$ cat src/rtl/margin_topk_ctrl.sv
// Keeps the N_REGISTERS smallest margins of a streamed batch with their sample
// indices, evicting the current largest on a strictly smaller arrival, then drains them.
module margin_topk_ctrl #(
    parameter int DATA_WIDTH  = 16,
    parameter int INDX_WIDTH  = 8,
    parameter int N_REGISTERS = 4,
    parameter int ADDR_WIDTH  = 2
) (
    input  logic                             clk,
    input  logic                             rst,
    input  logic                             start,
    input  logic                             in_valid,
    output logic                             in_ready,
    input  logic [DATA_WIDTH+INDX_WIDTH-1:0] in_data,
    input  logic                             in_last,
    output logic                             out_valid,
    input  logic                             out_ready,
    output logic [DATA_WIDTH+INDX_WIDTH-1:0] out_data,
    output logic [ADDR_WIDTH-1:0]            out_addr,
    output logic                             out_last,
    output logic                             busy,
    output logic                             done
);

    localparam int W = DATA_WIDTH + INDX_WIDTH;
    localparam logic [ADDR_WIDTH:0]   LAST_FILL = (ADDR_WIDTH + 1)'(N_REGISTERS - 1);
    localparam logic [ADDR_WIDTH-1:0] LAST_ADDR = ADDR_WIDTH'(N_REGISTERS - 1);

    typedef enum logic [2:0] {IDLE, FILL, SCAN, ACCEPT, DRAIN} state_t;

    state_t                  state;
    logic [W-1:0]            bank [N_REGISTERS];
    logic [N_REGISTERS-1:0]  valid;
    logic [ADDR_WIDTH:0]     fill_cnt;
    logic [ADDR_WIDTH-1:0]   scan_cnt;
    logic [ADDR_WIDTH-1:0]   drain_addr;
    logic [ADDR_WIDTH-1:0]   run_addr;
    logic [ADDR_WIDTH-1:0]   max_addr;
    logic [DATA_WIDTH-1:0]   run_max;
    logic [DATA_WIDTH-1:0]   max_data;

    logic                    in_xfer;
    logic                    out_xfer;
    logic [DATA_WIDTH-1:0]   scan_margin;
    logic                    scan_take;
    logic [DATA_WIDTH-1:0]   next_max;
    logic [ADDR_WIDTH-1:0]   next_addr;
    logic                    replace;
    logic                    drain_end;

    assign in_ready  = (state == FILL) || (state == ACCEPT);
    assign out_valid = (state == DRAIN) && valid[drain_addr];
    assign out_data  = bank[drain_addr];
    assign out_addr  = drain_addr;
    assign out_last  = out_valid && drain_end;
    assign busy      = (state != IDLE);

    assign in_xfer  = in_valid && in_ready;
    assign out_xfer = out_valid && out_ready;

    // Address 0 seeds the running max; later entries win only when strictly larger,
    // so the lowest address holds on ties.
    assign scan_margin = bank[scan_cnt][DATA_WIDTH-1:0];
    assign scan_take   = (scan_cnt == '0) || (scan_margin > run_max);
    assign next_max    = scan_take ? scan_margin : run_max;
    assign next_addr   = scan_take ? scan_cnt : run_addr;

    assign replace   = in_data[DATA_WIDTH-1:0] < max_data;
    assign drain_end = ({1'b0, drain_addr} == (fill_cnt - 1'b1));

    always_ff @(posedge clk or posedge rst) begin
        if (rst) begin
            state      <= IDLE;
            // NOTE: the bank is reset explicitly so no stale entry survives an aborted batch.
            for (int i = 0; i < N_REGISTERS; i++) bank[i] <= '0;
            valid      <= '0;
            fill_cnt   <= '0;
            scan_cnt   <= '0;
            drain_addr <= '0;
            run_addr   <= '0;
            max_addr   <= '0;
            run_max    <= '0;
            max_data   <= '0;
            done       <= 1'b0;
        end else begin
            done <= 1'b0;
            case (state)
                IDLE: begin
                    if (start) begin
                        fill_cnt <= '0;
                        valid    <= '0;
                        state    <= FILL;
                    end
                end
                FILL: begin
                    if (in_xfer) begin
                        bank[fill_cnt[ADDR_WIDTH-1:0]]  <= in_data;
                        valid[fill_cnt[ADDR_WIDTH-1:0]] <= 1'b1;
                        fill_cnt <= fill_cnt + 1'b1;
                        if (in_last) begin
                            drain_addr <= '0;
                            state      <= DRAIN;
                        end else if (fill_cnt == LAST_FILL) begin
                            scan_cnt <= '0;
                            state    <= SCAN;
                        end
                    end
                end
                SCAN: begin
                    run_max  <= next_max;
                    run_addr <= next_addr;
                    scan_cnt <= scan_cnt + 1'b1;
                    if (scan_cnt == LAST_ADDR) begin
                        max_data <= next_max;
                        max_addr <= next_addr;
                        state    <= ACCEPT;
                    end
                end
                ACCEPT: begin
                    if (in_xfer) begin
                        if (replace) bank[max_addr] <= in_data;
                        if (in_last) begin
                            drain_addr <= '0;
                            state      <= DRAIN;
                        end else if (replace) begin
                            scan_cnt <= '0;
                            state    <= SCAN;
                        end
                    end
                end
                DRAIN: begin
                    if (out_xfer) begin
                        if (drain_end) begin
                            done  <= 1'b1;
                            state <= IDLE;
                        end else begin
                            drain_addr <= drain_addr + 1'b1;
                        end
                    end
                end
                default: state <= IDLE;
            endcase
        end
    end

endmodule

$ cat config.mk
export PLATFORM = sky130hd
export DESIGN_NAME = margin_topk_ctrl
export DESIGN_NICKNAME = d
export VERILOG_FILES = /design/src/rtl/margin_topk_ctrl.sv
export SDC_FILE = /design/constraint.sdc
export NUM_CORES = 1
export LEC_CHECK = 0
export CAP_MARGIN = 40
export CORE_ASPECT_RATIO = 1.2
export CORE_MARGIN = 3
export CORE_UTILIZATION = 64
export CTS_CLUSTER_DIAMETER = 40
export DETAILED_ROUTE_END_ITERATION = 10
export DONT_BUFFER_PORTS = 1
export GPL_TIMING_DRIVEN = 0
export PLACE_DENSITY_LB_ADDON = 0.25
export SYNTH_ARGS = -nofsm -noshare
export SYNTH_HDL_FRONTEND = slang
export SYNTH_SLANG_ARGS = --single-unit
$ cat constraint.sdc
create_clock -name clk -period 4.9 [get_ports clk]
set_input_delay 0.49 -clock clk [delete_from_list [all_inputs] [get_ports clk]]
set_output_delay 0.49 -clock clk [all_outputs]
set_load 0.01 [all_outputs]
==> After elaboration in Yosys (flattened, before gate mapping) <==
Index checks and enable logic that the tools add are counted.
{ "op_classes": {"add_sub_neg": 4, "multipliers": 0, "div_mod_pow": 0, "magnitude_cmp": 11, "n_eq_ne": 22, "shifts": 0, "muxes": 54, "n_bitwise": 5, "n_reduce_logical": 23} }
{ "ops": {"columns": ["op", "n"], "rows": [
  ["$mux 96", 3],
  ["$bwmux 96", 2],
  ["$pmux 96 s2", 1],
  ["$bmux 24 s2", 2],
  ["$demux 24 s2", 2],
  ["$mux 24", 4],
  ["$mux 16", 3],
  ["$mux 3", 12],
  ["$mux 2", 11],
  ["$ne 2x2->1 const B", 10],
  ["$gt 16x16->1", 1],
  ["$lt 16x16->1", 1],
  ["$pmux 3 s5", 1],
  ["$ge 3x3->1 const B", 4],
  ["$not 2->3", 4],
  ["$eq 3x2->1 const B", 3],
  ["$mux 4", 2],
  ["$pmux 4 s2", 1],
  ["$reduce_and 8->1", 1],
  ["$logic_and 1x1->1", 7],
  ["$reduce_and 7->1", 1],
  ["$lt 2x3->1 const B", 2],
  ["$lt 3x1->1 const B", 2],
  ["$ne 2x1->1 const B", 3],
  ["27 further kinds", 36]
]} }
{ "word_totals": {"register_bits": 147, "latch_bits": 0, "mem_bits_rw": 0, "mem_bits_ro": 0, "inputBits": 30, "out_inout_bits": 31, "mem_count": 0} }

==> Depth between registers and ports, before layout <==
Gate-level depths: netlist of run 1.
{ "depth": {"ltp_word": 9, "ltp_mapped": 13} }

==> Worst setup path after synthesis of run 1 <==
No wires, ideal clock.
{ "synth_path": {"path_kind": "flip-flop to flip-flop", "startpoint": "reg scan_cnt[0]", "endpoint": "reg run_max[0]", "setup_time_ns": 0.125, "t_arrival_ns": 3.373, "required_time_ns": 4.775, "slack_ns": 1.402, "stages_incl_launch_ff": 13, "path_buffers": 4, "cell_sequence": "dfrtp_1 > buf_2 > mux4_2 > ha_1 > a41o_1 > a21oi_1 > nor3_1 > or4b_1 > buf_2 > o211a_1 > buf_6 > buf_12 > mux2_4"} }
{ "synth_between": {"elab_chain_len": 7, "word_cells_on_any_way": 8, "classes_between": "1 x order compare; 4 x mux; 1 x bitwise; 2 x reduce/logical"} }
{ "synth_lines": {"columns": ["item", "line_no", "source"], "rows": [
  ["start, declared", "35", "logic [ADDR_WIDTH-1:0] scan_cnt;"],
  ["start signal, assigned", "112", "scan_cnt <= scan_cnt + 1'b1;"],
  ["$not 2->3 (implied by the code)", "63", "assign scan_margin = bank[scan_cnt][DATA_WIDTH-1:0];"],
  ["$bmux 24 s2", "63", null],
  ["$mux 16 (implied by the code) (2 in a row)", "63", null],
  ["$gt 16x16->1", "64", "assign scan_take = (scan_cnt == '0) || (scan_margin > run_max);"],
  ["$logic_or 1x1->1", "64", null],
  ["$mux 16 *", "65", "assign next_max = scan_take ? scan_margin : run_max;"],
  ["end signal, assigned", "110", "run_max <= next_max;"],
  ["end, declared", "39", "logic [DATA_WIDTH-1:0] run_max;"]
]} }
Mark *: on every way between the ends. The rest lies on a longest branch, timed or not. The select of a mux whose other input is x is not followed.
A chain may end at the register's enable or synchronous reset.

==> Final worst setup path of run 1 <==
{ "layout_path": {"startpoint": "reg scan_cnt[0]", "endpoint": "reg max_data[7]"} }
{ "layout_between": {"elab_chain_len": 7, "word_cells_on_any_way": 10, "classes_between": "1 x order compare; 1 x eq/ne; 4 x mux; 1 x bitwise; 3 x reduce/logical"} }
{ "layout_lines": {"columns": ["item", "line_no", "source"], "rows": [
  ["$not 2->3 (implied by the code)", "63", null],
  ["$bmux 24 s2", "63", null],
  ["$mux 16 (implied by the code) (2 in a row)", "63", null],
  ["$gt 16x16->1", "64", null],
  ["$logic_or 1x1->1", "64", null],
  ["$mux 16", "65", null],
  ["end signal, assigned", "114", "max_data <= next_max;"],
  ["end, declared", "40", "logic [DATA_WIDTH-1:0] max_data;"]
]} }
Parallel ways exist; a longest one is shown, timed or not. The select of a mux whose other input is x is not followed.

==> results.ini, run 1 <==
[status]
status=completed

[hold_path]
hold_class=input pin to asynchronous set/reset pin

[floorplanning]
coreArea_um2=12170
start_util_pct=65.87
rows=44
die_area_um2=13910
io_pins=61
die_x_um=108.2
die_height_um=128.6

[power]
p_per_area_nw_per_um2=673.6
vdd_drop_max_mv=0.4189
leakage_uw=0.003745
p_total_uw=6021

[routing]
viasPerCell=6.705
antenna_left=0
routedWlPerCell_um=23.32
drtPass1Iterations=5
routed_wirelength_um=19200
route.detailed.drc=0
drt_iter0_drc=436
vias=5518

[worst_setup_path]
start_kind=register
worstPathMaxFanout=10
critPathRequiredTime_ns=5.21
critPathTopFamily=buffers and inverters
cp_slowest_cell=mux4_2
crit_type=register to register
cpPeakStageDelay_ns=0.65
arrival_ns=4.46
worst-path-buf-inv=3
worstPathCellList=buf_1 > mux4_2 > ha_1 > nand4_1 > nor3_1 > inv_1 > o21ai_1 > clkbuf_1 > nor2_1 > a221oi_1
critPathCaptureType=register

[synth]
ys_seq_area_share_pct=45.90
synth-edff-count=0
synth_cells=628
synth_top_area_share_pct=45.90
synth_warnings=0
synth.top_cells.by_area=dfrtp_1, mux2_2, mux4_2
synthFlopType=dfrtp_1
yosys_register_bits=147
ys_top_cells_by_count=dfrtp_1, mux2_2, inv_1, mux4_2, ha_1
async_reset_ff_share_pct=100.0
netlist_area_um2=8014
syn_nets=696
avgSynthCellArea_um2=12.76
synth_cell_types=55
yosys.area.top_type=dfrtp_1
synth_most_common_cell=dfrtp_1

[clocking]
cts_buffers=17
tritoncts=yes
cts_buffer_depth=2
cts_sinks=147
h-tree-depth=4
post_cts_buffers=0
cts_hold_buf=0
cts_root_buf=clkbuf_16
cts_resized=0
clk_latency_ns=0.43
path_clk_slew_ns=0.06

[sta]
setup_viol=0
fin_crit_sh_pct=84.66
tightest_slew_ns=0.8889
period_minus_slack_ns=4.148
max_freq_ghz=0.2411
hold_violations=0
slew_violations=0
setup_slack_ns=0.7518
skew_ns=0.007897
relSlewSlack_pct=40.74
rsz0062_at_grt=false

[placed_design]
place_area_um2=8259
preCtsSetupSlack_ns=0.8034
place_hpwl_um=13110
placed_cells=791
gp_congestion=0.8853
port_buffers=0

[finish]
regArea_um2=3679
design_area_um2=8939
drive_above_1_share_pct=31.57
fillCellCount=759
num_antenna_cells=0
finalNonFillerCells=823
fin_util_pct=73.47
syn_to_final_growth_pct=11.54
multi_input_area_um2=4003
fin_nets=717

[global_route]
grtUsageTotal_pct=30.27
antenna_found_initial=0
grt_pass1_vias=6008
overflow=0
grt_max_degree=84
grt_pass1_wl_um=31880

[run]
drv_cap=0

## state kept, by name, indices dropped and copies added, names as in the netlist
register,count
done,1
max_data,16
out_addr,2
state,3
max_addr,2
run_max,16
scan_cnt,2
valid,4
bank,96
fill_cnt,3
run_addr,2
## through the flow
| stage | hold slack [ns] | setup TNS [ns] |
|---|---|---|
| 2_1_floorplan | 0.4526 | 0 |
| 3_3_place_gp | 0.4621 | -132.22 |
| 3_5_place_dp | 0.4744 | 0 |
| 4_1_cts | 0.09118 | 0 |
| 5_1_grt | 0.1177 | 0 |
| 6_report | 0.07263 | 0 |
## cells in the final DEF (no fill, tap or decap), drive strengths merged, types with 3 or more instances in the layout
master and count:
a21oi 22, a221oi 18, a31oi 3, and2 3, buf 23, bufinv 6, clkbuf 33, clkinv 5
dfrtp 147, ha 38, inv 45, mux2 116, mux4 41, nand2 29, nand3 3, nand4 7
nor2 32, nor2b 3, nor3 25, nor3b 4, o21ai 8, o221ai 18
## worst reg2reg max path, cell delays in order (launching register included)
cell      delay [ns]
dfrtp_1         0.42
buf_1           0.57
mux4_2          0.66
ha_1            0.35
nand4_1         0.16
nor3_1          0.28
inv_1           0.08
o21ai_1         0.64
clkbuf_1        0.50
nor2_1          0.08
a221oi_1        0.30
## kinds of logic after synthesis
family	Yosys count	synth area share (%)
flip-flops	147	45.90
multiplexers	158	28.42
AO/OA/AOI/OAI	88	8.244
adder cells (fa/ha/maj)	38	5.933
buffers and inverters	78	4.153
AND/OR/NAND/NOR	116	7.026
XOR/XNOR	3	0.3279
## worst paths after layout
kind,startpoint,endpoint,slack (ns),cells after the start
max,scan_cnt[0]$_DFFE_PP0P_,max_data[7]$_DFFE_PP0P_,0.75,10
min,rst,bank[16]$_DFFE_PP0P_,0.07,1
max reg2reg,scan_cnt[0]$_DFFE_PP0P_,max_data[7]$_DFFE_PP0P_,0.75,10
min reg2reg,bank[18]$_DFFE_PP0P_,bank[18]$_DFFE_PP0P_,0.49,1
max in group asynchronous,rst,bank[78]$_DFFE_PP0P_,4.05,2
min in group clk,in_valid,state[0]$_DFFE_PP0P_,0.18,1
## area by class of cell
type / instances / area share [%]
clock buffers: 18 / 4.801
flip-flops and latches: 147 / 41.15
clock inverters: 14 / 2.800
multi-input cells: 403 / 44.78
inverters: 42 / 1.820
repair buffers: 2 / 0.4339
plain buffers: 36 / 1.960
well taps: 161 / 2.254
## power by group
part           switching (uW)  internal [uW]
clock network             527            963
logic                    1330           1190
registers                 327           1680
total                    2180           3840
## metal layers
layer | wire length, um | vias up | share of wire (%) | global-route usage (%)
met5 | 0 | - | 0 | 0
met3 | 1243 | 42 | 6.5 | 6.974
met4 | 569 | 0 | 3.0 | 13.97
met2 | 9872 | 226 | 51 | 48.79
li1 | - | 2406 | - | -
met1 | 7509 | 2844 | 39 | 39.32
No activity file was read; power rests on OpenSTA's default activity.
==> run 2: changes to the inputs <==
- ABC_AREA: unset -> 1
- CORE_UTILIZATION: 64 -> 58
- clock period: 4.9 -> 3.4 ns (I/O delays scaled with it)
==> run 2 against run 1 <==
Against the previous run: sequential power rose by 48%; first-iteration DRC count grew 63%; non-clock buffer count rose by 23; sequential cell count unchanged; hold slack lost 0.047 ns; critical path type unchanged.
==> results.ini, run 2 <==
[status]
status=completed

[floorplanning]
io_pins=61
rows=46
coreArea_um2=13530
start_util_pct=60.40
die_area_um2=15550
die_height_um=136.0
die_x_um=114.3

[synth]
synth_most_common_cell=nand2_1
netlist_area_um2=8169
yosys.area.top_type=dfrtp_1
async_reset_ff_share_pct=100.0
syn_nets=1129
synth_warnings=0
yosys_register_bits=147
ys_top_cells_by_count=nand2_1, dfrtp_1, o21ai_0, inv_1, nand3_1
synth.top_cells.by_area=dfrtp_1, nand2_1, o21ai_0
synth_cells=1061
ys_seq_area_share_pct=45.03
synth_top_area_share_pct=45.03
synth-edff-count=0
synthFlopType=dfrtp_1
synth_cell_types=37
avgSynthCellArea_um2=7.699

[hold_path]
hold_class=input pin to register

[finish]
layout_common_cells=nand2_1, dfrtp_1, o21ai_0
final_common_cell=nand2_1
multi_input_area_um2=3809
regArea_um2=3679
syn_to_final_growth_pct=11.61
largest_reg_flops=96
largest_registers=bank (96), max_data (16), run_max (16)
design_area_um2=9117
top_register=bank
drive_above_1_share_pct=8.394
num_antenna_cells=0
fillCellCount=1136
fin_nets=1153

[clocking]
path_clk_slew_ns=0.06
cts_root_buf=clkbuf_16
clk_latency_ns=0.43
tritoncts=yes
h-tree-depth=4
cts_buffer_depth=2
cts_sinks=147
post_cts_buffers=0
cts_buffers=17

[global_route]
grtUsageTotal_pct=30.80
overflow=0
grt_pass1_vias=7129
antenna_found_initial=0
grt_max_degree=39
grt_pass1_wl_um=36810

[routing]
drt_iter0_drc=709
routed_wirelength_um=23300
routedWlPerCell_um=18.44
antenna_left=0
viasPerCell=5.904
vias=7463
drtPass1Iterations=7
route.detailed.drc=0

[worst_setup_path]
critPathTopFamily=simple AND/OR/NAND/NOR gates
critPathRequiredTime_ns=3.76
worst-path-buf-inv=4
cpPeakStageDelay_ns=0.37
worstPathCellList=buf_2 > clkinvlp_4 > clkbuf_2 > nand2_1 > a32oi_1 > ha_1 > a21oi_1 > o21ai_0 > nand2_1 > nand2_1 > nand2_1 > nand2_1 > nand2_2 > nand2_2 > buf_2 > nand2_1 > nand3_1 > nand2_1
arrival_ns=3.59
worstPathMaxFanout=10
critPathCaptureType=register
cp_slowest_cell=dfrtp_1
start_kind=register
cp_common_cell=nand2_1
crit_type=register to register

[sta]
fin_crit_sh_pct=94.99
max_freq_ghz=0.3096
rsz0062_at_grt=false
slew_violations=0
relSlewSlack_pct=53.38
tightest_slew_ns=0.6978
setup_slack_ns=0.1702
setup_viol=0
hold_violations=0
skew_ns=0.007713
period_minus_slack_ns=3.230

[placed_design]
place_hpwl_um=16600
preCtsSetupSlack_ns=-0.01271
gp_congestion=0.8846
place_area_um2=8471
port_buffers=0

[power]
p_per_area_nw_per_um2=1117
leakage_uw=0.004540
vdd_drop_max_mv=0.5730

[run]
drv_cap=0

## run 2: changes by cell type after synthesis, sizes merged, moves of 22 or more
cell	delta
clkbuf	+22
inv	+61
mux2	-116
mux4	-41
nand2	+291
nand3	+66
nor2	+36
o21ai	+147
o22ai	+25
## run 2: power breakdown
| part | switching [uW] | internal (uW) |
|---|---|---|
| clock | 708 | 1190 |
| combinational | 3630 | 1680 |
| sequential | 495 | 2480 |
| total | 4830 | 5350 |
## run 2: area by class of cell
type                    instances  share of cell area [%]
plain buffers                  56                   3.595
multi-input cells             752                   41.77
clock buffers                  26                   5.695
inverters                     106                   4.446
repair buffers                  5                   1.070
clock inverters                 4                  0.7685
flip-flops and latches        147                   40.35
well taps                     168                   2.305
## run 2: path summary, 6_finish.rpt
path                                    startpoint                       end  slack [ns]  cells after the start
max in group asynchronous                      rst  max_data[15]$_DFFE_PP0P_        2.03                      4
min                                     in_data[8]      bank[32]$_DFFE_PP0P_        0.03                      2
max reg2reg                scan_cnt[0]$_DFFE_PP0P_    run_max[1]$_DFFE_PP0P_        0.17                     18
max                        scan_cnt[0]$_DFFE_PP0P_    run_max[1]$_DFFE_PP0P_        0.17                     18
min in group asynchronous                      rst      bank[71]$_DFFE_PP0P_        0.50                      2
min reg2reg                 run_max[4]$_DFFE_PP0P_    run_max[4]$_DFFE_PP0P_        0.48                      2
## run 2: metrics by stage
stage	TNS, ns	hold WS, ns	util, %	power, uW	std cells
final	0	0.02571	67.41	10180	1264
after global routing	0	0.01822	67.41	10920	1264
after CTS	0	0.01615	67.08	10050	1264
after detailed placement	-0.01333	0.3437	62.63	8119	1233
after global placement	-0.01494	0.4520	61.98	7942	1229
after floorplan	0	0.4404	-	6662	1061
## run 2: logic make-up after synthesis
group                      share of synthesized area [%]
and+or+nand+nor                                    24.00
DFF                                                45.03
buffers and inverters                              8.715
AOI/OAI and AO/OA                                  16.22
xor gates and xnor gates                          0.2145
adders and majority gates                          5.820
## run 2: per-layer routing
metal  vias up  share of wire, %  GRT usage [%]
met5         -                 0              0
li1       3535                 -              -
met4         0               3.2          13.53
met3        68               8.5          7.435
met1      3526                40          39.42
met2       334                48          49.77
## run 2: repair_timing
action,CTS,global route
hold buffers,1,0
hold endpoints to repair,25,0
resized for setup,2,22
pin swaps,0,0
gates cloned,0,0
endpoints found under the setup margin,8,22
